`config.mk`:
```
export PLATFORM = sky130hd
export DESIGN_NAME = servo_pwm_array
export DESIGN_NICKNAME = d
export VERILOG_FILES = /design/src/rtl/servo_pwm_array.sv
export SDC_FILE = /design/constraint.sdc
export NUM_CORES = 1
export LEC_CHECK = 0
export ABC_AREA = 1
export BUFFER_PORTS_ARGS = -buffer_cell sky130_fd_sc_hd__buf_2
export CORE_MARGIN = 2
export CORE_UTILIZATION = 55
export DETAILED_ROUTE_END_ITERATION = 16
export HOLD_SLACK_MARGIN = 0.12
export PLACE_DENSITY = 0.78
export SLEW_MARGIN = 5
export SYNTH_ARGS = -nofsm -noshare
export SYNTH_HDL_FRONTEND = slang
export SYNTH_SLANG_ARGS = --single-unit
```
`constraint.sdc`:
```
create_clock -name CLK -period 8.5 [get_ports CLK]
set_input_delay 1.7 -clock CLK [delete_from_list [all_inputs] [get_ports CLK]]
set_output_delay 1.7 -clock CLK [all_outputs]
set_load 0.03 [all_outputs]
```
`src/rtl/servo_pwm_array.sv`:
```
// servo_pwm_array
//   Array of NCH hobby-servo PWM generators that share one frame counter.
//   Each channel keeps a target pulse width (changed by stepped commands)
//   and an active width that is latched only at frame start, so a command
//   never distorts the pulse that is already running.
//
// Ports
//   CLK       in   1      system clock, all state on rising edge
//   RST       in   1      synchronous active-high reset
//   STEP      in   1      one-cycle strobe that applies CMD
//   CMD       in   3*NCH  per-channel one-hot command: 100 left, 010 centre,
//                         001 right
//   PWM       out  NCH    registered servo pulse per channel
//   LEDS      out  3*NCH  command echo (legal codes only, else 000)
//   SYNC      out  1      registered one-cycle frame-start marker
//   AT_LIMIT  out  NCH    target sits at PMIN or PMAX
//
// Configuration macro
//   SERVO_HOLD_EN  defined: a stepped illegal command leaves the target as is.
//                  undefined: a stepped illegal command sets the target to 0,
//                  switching the channel off from the next frame.

module servo_pwm_array #(
  parameter int NCH    = 4,
  parameter int PERIOD = 2_000_000,
  parameter int PMIN   = 100_000,
  parameter int PCTR   = 150_000,
  parameter int PMAX   = 200_000,
  parameter int DELTA  = 500
) (
  input  logic               CLK,
  input  logic               RST,
  input  logic               STEP,
  input  logic [3*NCH-1:0]   CMD,
  output logic [NCH-1:0]     PWM,
  output logic [3*NCH-1:0]   LEDS,
  output logic               SYNC,
  output logic [NCH-1:0]     AT_LIMIT
);

  localparam int W = $clog2(PERIOD + 1);

  localparam logic [W-1:0] PMIN_W = W'(PMIN);
  localparam logic [W-1:0] PCTR_W = W'(PCTR);
  localparam logic [W-1:0] PMAX_W = W'(PMAX);
  localparam logic [W-1:0] LAST_W = W'(PERIOD - 1);

  if (!(PMIN > 0 && PMIN <= PCTR && PCTR <= PMAX && PMAX < PERIOD &&
        DELTA > 0 && NCH >= 1 && NCH <= 8)) begin : g_bad_params
    $error("servo_pwm_array: illegal parameter combination");
  end

  // Left step: signed W+1 difference so a small target saturates at PMIN
  // instead of wrapping to a huge width.
  function automatic logic [W-1:0] sat_left(input logic [W-1:0] t);
    logic signed [W:0] d;
    d = signed'({1'b0, t}) - signed'((W+1)'(DELTA));
    if (d > signed'((W+1)'(PMIN)))
      sat_left = W'(d);
    else
      sat_left = PMIN_W;
  endfunction

  // Right step: one extra bit of headroom keeps the sum from overflowing.
  function automatic logic [W-1:0] sat_right(input logic [W-1:0] t);
    logic [W:0] s;
    s = {1'b0, t} + (W+1)'(DELTA);
    if (s < (W+1)'(PMAX))
      sat_right = W'(s);
    else
      sat_right = PMAX_W;
  endfunction

  function automatic logic [W-1:0] next_tgt(input logic [W-1:0] t,
                                            input logic [2:0]   c);
    case (c)
      3'b010:  next_tgt = PCTR_W;
      3'b100:  next_tgt = sat_left(t);
      3'b001:  next_tgt = sat_right(t);
`ifdef SERVO_HOLD_EN
      default: next_tgt = t;
`else
      default: next_tgt = '0;
`endif
    endcase
  endfunction

  function automatic logic [2:0] echo(input logic [2:0] c);
    if (c == 3'b100 || c == 3'b010 || c == 3'b001)
      echo = c;
    else
      echo = 3'b000;
  endfunction

  logic [W-1:0]   cnt_p0;
  logic [W-1:0]   tgt [NCH];
  logic [W-1:0]   act [NCH];
  logic [NCH-1:0] pwm_p1;
  logic           sync_p1;

  // Stage p0 -> p1: frame counter, target/active widths, registered outputs.
  // At count 0 the comparison uses the target directly because the active
  // width is only being loaded on this same edge.
  always_ff @(posedge CLK) begin
    if (RST) begin
      cnt_p0  <= '0;
      sync_p1 <= 1'b0;
      pwm_p1  <= '0;
      for (int i = 0; i < NCH; i++) begin
        tgt[i] <= PCTR_W;
        act[i] <= '0;
      end
    end else begin
      cnt_p0  <= (cnt_p0 == LAST_W) ? '0 : cnt_p0 + W'(1);
      sync_p1 <= (cnt_p0 == '0);
      for (int i = 0; i < NCH; i++) begin
        if (cnt_p0 == '0)
          act[i] <= tgt[i];
        pwm_p1[i] <= (cnt_p0 < ((cnt_p0 == '0) ? tgt[i] : act[i]));
        if (STEP)
          tgt[i] <= next_tgt(tgt[i], CMD[3*i +: 3]);
      end
    end
  end

  always_comb begin
    LEDS     = '0;
    AT_LIMIT = '0;
    for (int i = 0; i < NCH; i++) begin
      LEDS[3*i +: 3] = echo(CMD[3*i +: 3]);
      AT_LIMIT[i]    = (tgt[i] == PMIN_W) || (tgt[i] == PMAX_W);
    end
  end

  assign PWM  = pwm_p1;
  assign SYNC = sync_p1;

endmodule

```
==> flow_metrics.env <==
export IMPL_ff2ff_path_depth=13
export IMPL_cts_buffer_depth=2
export IMPL_avgRoutedWirePerCell_microns=16.7
export IMPL_synthesis_nets=2280
export IMPL_tns_ps=0
export IMPL_fin_crit_sh_pct=64.4
export IMPL_top_layer_used="met4"
export IMPL_synth_edff_count=152
export IMPL_arrival_ps=3770
export IMPL_wirelength_mm=42.2
export IMPL_finalHoldViolCount=0
export IMPL_synth_simple_area_share_pct=37.5
export IMPL_yosys_area_top_type_share_pct=30.4
export IMPL_p_leak_nw=7.26
export IMPL_die_w_microns=169
export IMPL_muxShareOfSynthArea_pct=0
export IMPL_insertion_delay_ps=450
export IMPL_tightest_slew_ps=1130
export IMPL_worstPathCellList="buf_2 > inv_1 > nand2_1 > nor2_1 > a21oi_1 > nor2_1 > buf_2"
export IMPL_max_cap_violations=0
export IMPL_worstSetupPathType="in2out"
export IMPL_crit_start="CMD[7]"
export IMPL_grt_pass1_wl_mm=69.1
export IMPL_ctsHoldBuffers=0
export IMPL_cp_start_kind="primary input"
export IMPL_dr_pass1_iters=7
export IMPL_ys_ff_latch=178
export IMPL_pin_count=36
export IMPL_cts_sinks=178
export IMPL_slew_headroom_pct=24.4
export IMPL_cp_required_ps=6800
export IMPL_final_min_clock_period_ps=5470
export IMPL_grt_pass1_vias=13700
export IMPL_ys_top_cells_by_count="nand2_1, nor2_1, inv_1"
export IMPL_wirelength_met1_mm=18.7
export IMPL_outcome="completed"
export IMPL_synth_most_common_cell="nand2_1"
export IMPL_design_area_sq_um=16100
export IMPL_cp_depth=7
export IMPL_synth_top_flop_cell="edfxtp_1"
export IMPL_setup_violations=0
export IMPL_n_antenna_cell=0
export IMPL_wl_met3_mm=2.81
export IMPL_final_nets=2280
export IMPL_crit_path_max_fanout=14
export IMPL_critPathBufInv=3
export IMPL_max_freq_ghz=0.183
export IMPL_ys_seq_area_share_pct=33.8
export IMPL_areaGrowthSynthToFinish_pct=6.89
export IMPL_grt_max_degree=97
export IMPL_cts_setup_buffers=0
export IMPL_drt_iter0_drc=1777
export IMPL_numCtsBuffers=17
export IMPL_dieArea_sq_um=28700
export IMPL_post_synth_xor_area_fraction_pct=2.56
export IMPL_drv_slew=0
export IMPL_synth_warnings=0
export IMPL_syn_inst=2171
export IMPL_netlist_area_sq_um=15000
export IMPL_cpMaxStageDelayCell="nor2_1"
export IMPL_rsz0062_at_grt="no"
export IMPL_async_flop_share_pct=0
export IMPL_min_path_type="reg2reg"
export IMPL_dpl_cell_area_sq_um=15400
export IMPL_cts_root_buf="clkbuf_16"
export IMPL_slowest_delay_ps=670
export IMPL_irDropWorstVdd_mv=0.125
export IMPL_htree_levels=4
export IMPL_power_density_nw_per_um2=161
export IMPL_cp_endpoint="LEDS[8]"
export IMPL_clkSlewWorstSetupHoldPaths_ps=70
export IMPL_clockPowerShare_pct=36.1
export IMPL_core_sq_um=26900
export IMPL_postLayoutSetupSlackWorst_ps=3030
export IMPL_cts_tree="done"
export IMPL_portBuffers=35
export IMPL_num_vias=14800
export IMPL_worstSetupEndpointType="output port"
export IMPL_drc=0
export IMPL_place_ws_ps=3170
export IMPL_gp_congestion=0.973
export IMPL_die_h_microns=169
export IMPL_routed_wl_met2_mm=19.4
export IMPL_final_antenna_net_count=0
export IMPL_synth_cell_types=56
export IMPL_start_util_pct=55.9
export IMPL_hold_slack_ps=485
export IMPL_synth_area_top_cells="edfxtp_1, nand2_1, nor2_1"
export IMPL_timing_rr_end="PWM[3]"
export IMPL_reg2reg_slack_ps=4540
export IMPL_cts_resized=0
export IMPL_dp_hpwl_mm=30.9
export IMPL_r2r_start="cnt_p0[16]"
export IMPL_p_total_mw=2.59
export IMPL_finClkSkew_ps=14.3
export IMPL_nFillCells=2500
export IMPL_yosysTopAreaCell="edfxtp_1"
export IMPL_antenna_found_initial=0
export IMPL_syn_avg_cell_area_sq_um=6.93
export IMPL_internal_power_mw=1.75
export IMPL_p_sw_uw=840
export IMPL_p_comb_share_pct=22.0
export IMPL_switching_share_pct=32.4
export IMPL_gr_total_overflow=0
export IMPL_fp_row_count=60
export IMPL_synth_fa_ha_area_share_pct=7.82
export IMPL_synth_top_family_by_area="simple AND/OR/NAND/NOR gates"
export IMPL_p_seq_share_pct=41.9
export IMPL_grtUsageTotal_pct=29.9
export IMPL_drive_gt1_share_pct=7.51
export IMPL_via_per_inst=5.85
export IMPL_crit_family="simple AND/OR/NAND/NOR gates"
export IMPL_synth_compound_area_share_pct=9.44
-- routing by layer --
metal,vias up,track usage (%)
met3,82,2.71
met4,0,11.3
met2,584,48.6
met1,6848,41.6
li1,7245,-
met5,-,0
-- cell families after synthesis --
| logic type | after synthesis |
|---|---|
| simple gates | 1262 |
| buf+inv | 331 |
| compound gates | 262 |
| flops | 178 |
| fa+ha+maj | 94 |
| xor+xnor | 44 |
-- worst reg2reg max path, cell delays in order (launching register included) --
cell,delay (ps)
dfxtp_1,540
inv_1,170
nand4_1,140
nor4_1,50
nor4b_1,190
inv_4,410
buf_4,760
a21oi_1,280
ha_1,340
inv_1,50
o31ai_1,250
a21oi_1,100
o311ai_0,470
nor2_1,90
-- layout make-up --
| class | instances | area [sq um] | share of cell area, % |
|---|---|---|---|
| Multi-Input combinational cell | 1662 | 8640 | 53.8 |
| Sequential cell | 178 | 5080 | 31.6 |
| Inverter | 272 | 1030 | 6.38 |
| Tap cell | 341 | 427 | 2.65 |
| Clock buffer | 17 | 425 | 2.65 |
| Clock inverter | 15 | 251 | 1.56 |
| Timing Repair Buffer | 40 | 213 | 1.32 |
-- layout by cell type, fill, tap and decap left out, drive strengths merged, types with 2 or more instances in the layout --
cell type and count:
a31oi 3, nor4 17, xnor2 4, nand3 196, inv 274, nor3b 3
a2111oi 2, nand3b 6, o21a 8, clkinvlp 2, xor2 40, nand4 87
clkbuf 17, o21ai 66, ha 94, bufinv 6, or2 8, dfxtp 26
nand2 518, o31ai 2, o211ai 4, buf 40, nor3 48, o2111ai 5
and2 2, nor2 376, a21oi 163, a211oi 3, clkinv 5, edfxtp 152
-- registers in the layout, indices dropped and copies added, names as in the netlist --
register,flops
tgt,76
cnt_p0,21
SYNC,1
PWM,4
act,76
-- power groups by stage --
stage	clock (mW)	sequential (mW)	combinational (mW)
6_report	0.937	1.09	0.570
5_1_grt	0.967	1.09	0.646
4_1_cts	0.938	1.09	0.565
3_5_place_dp	0	1.10	0.559
3_3_place_gp	0	1.10	0.544
2_1_floorplan	0	1.08	0.441
-- through the flow --
stage	util, %	instances
after floorplan	-	2171
after global placement	57.3	2493
after detailed placement	57.3	2493
after CTS	59.8	2525
after global routing	59.8	2525
final	59.8	2525
-- worst min-delay path by stage --
stage / startpoint / endpoint / depth (start not counted)
finish: cnt_p0[0] / cnt_p0[0] / 1
global route: cnt_p0[0] / cnt_p0[0] / 1
CTS: cnt_p0[0] / cnt_p0[0] / 1
detailed placement: cnt_p0[0] / cnt_p0[0] / 1
global placement: cnt_p0[0] / cnt_p0[0] / 1
floorplan: cnt_p0[0] / cnt_p0[0] / 1
(Power assumes the default switching activity.)
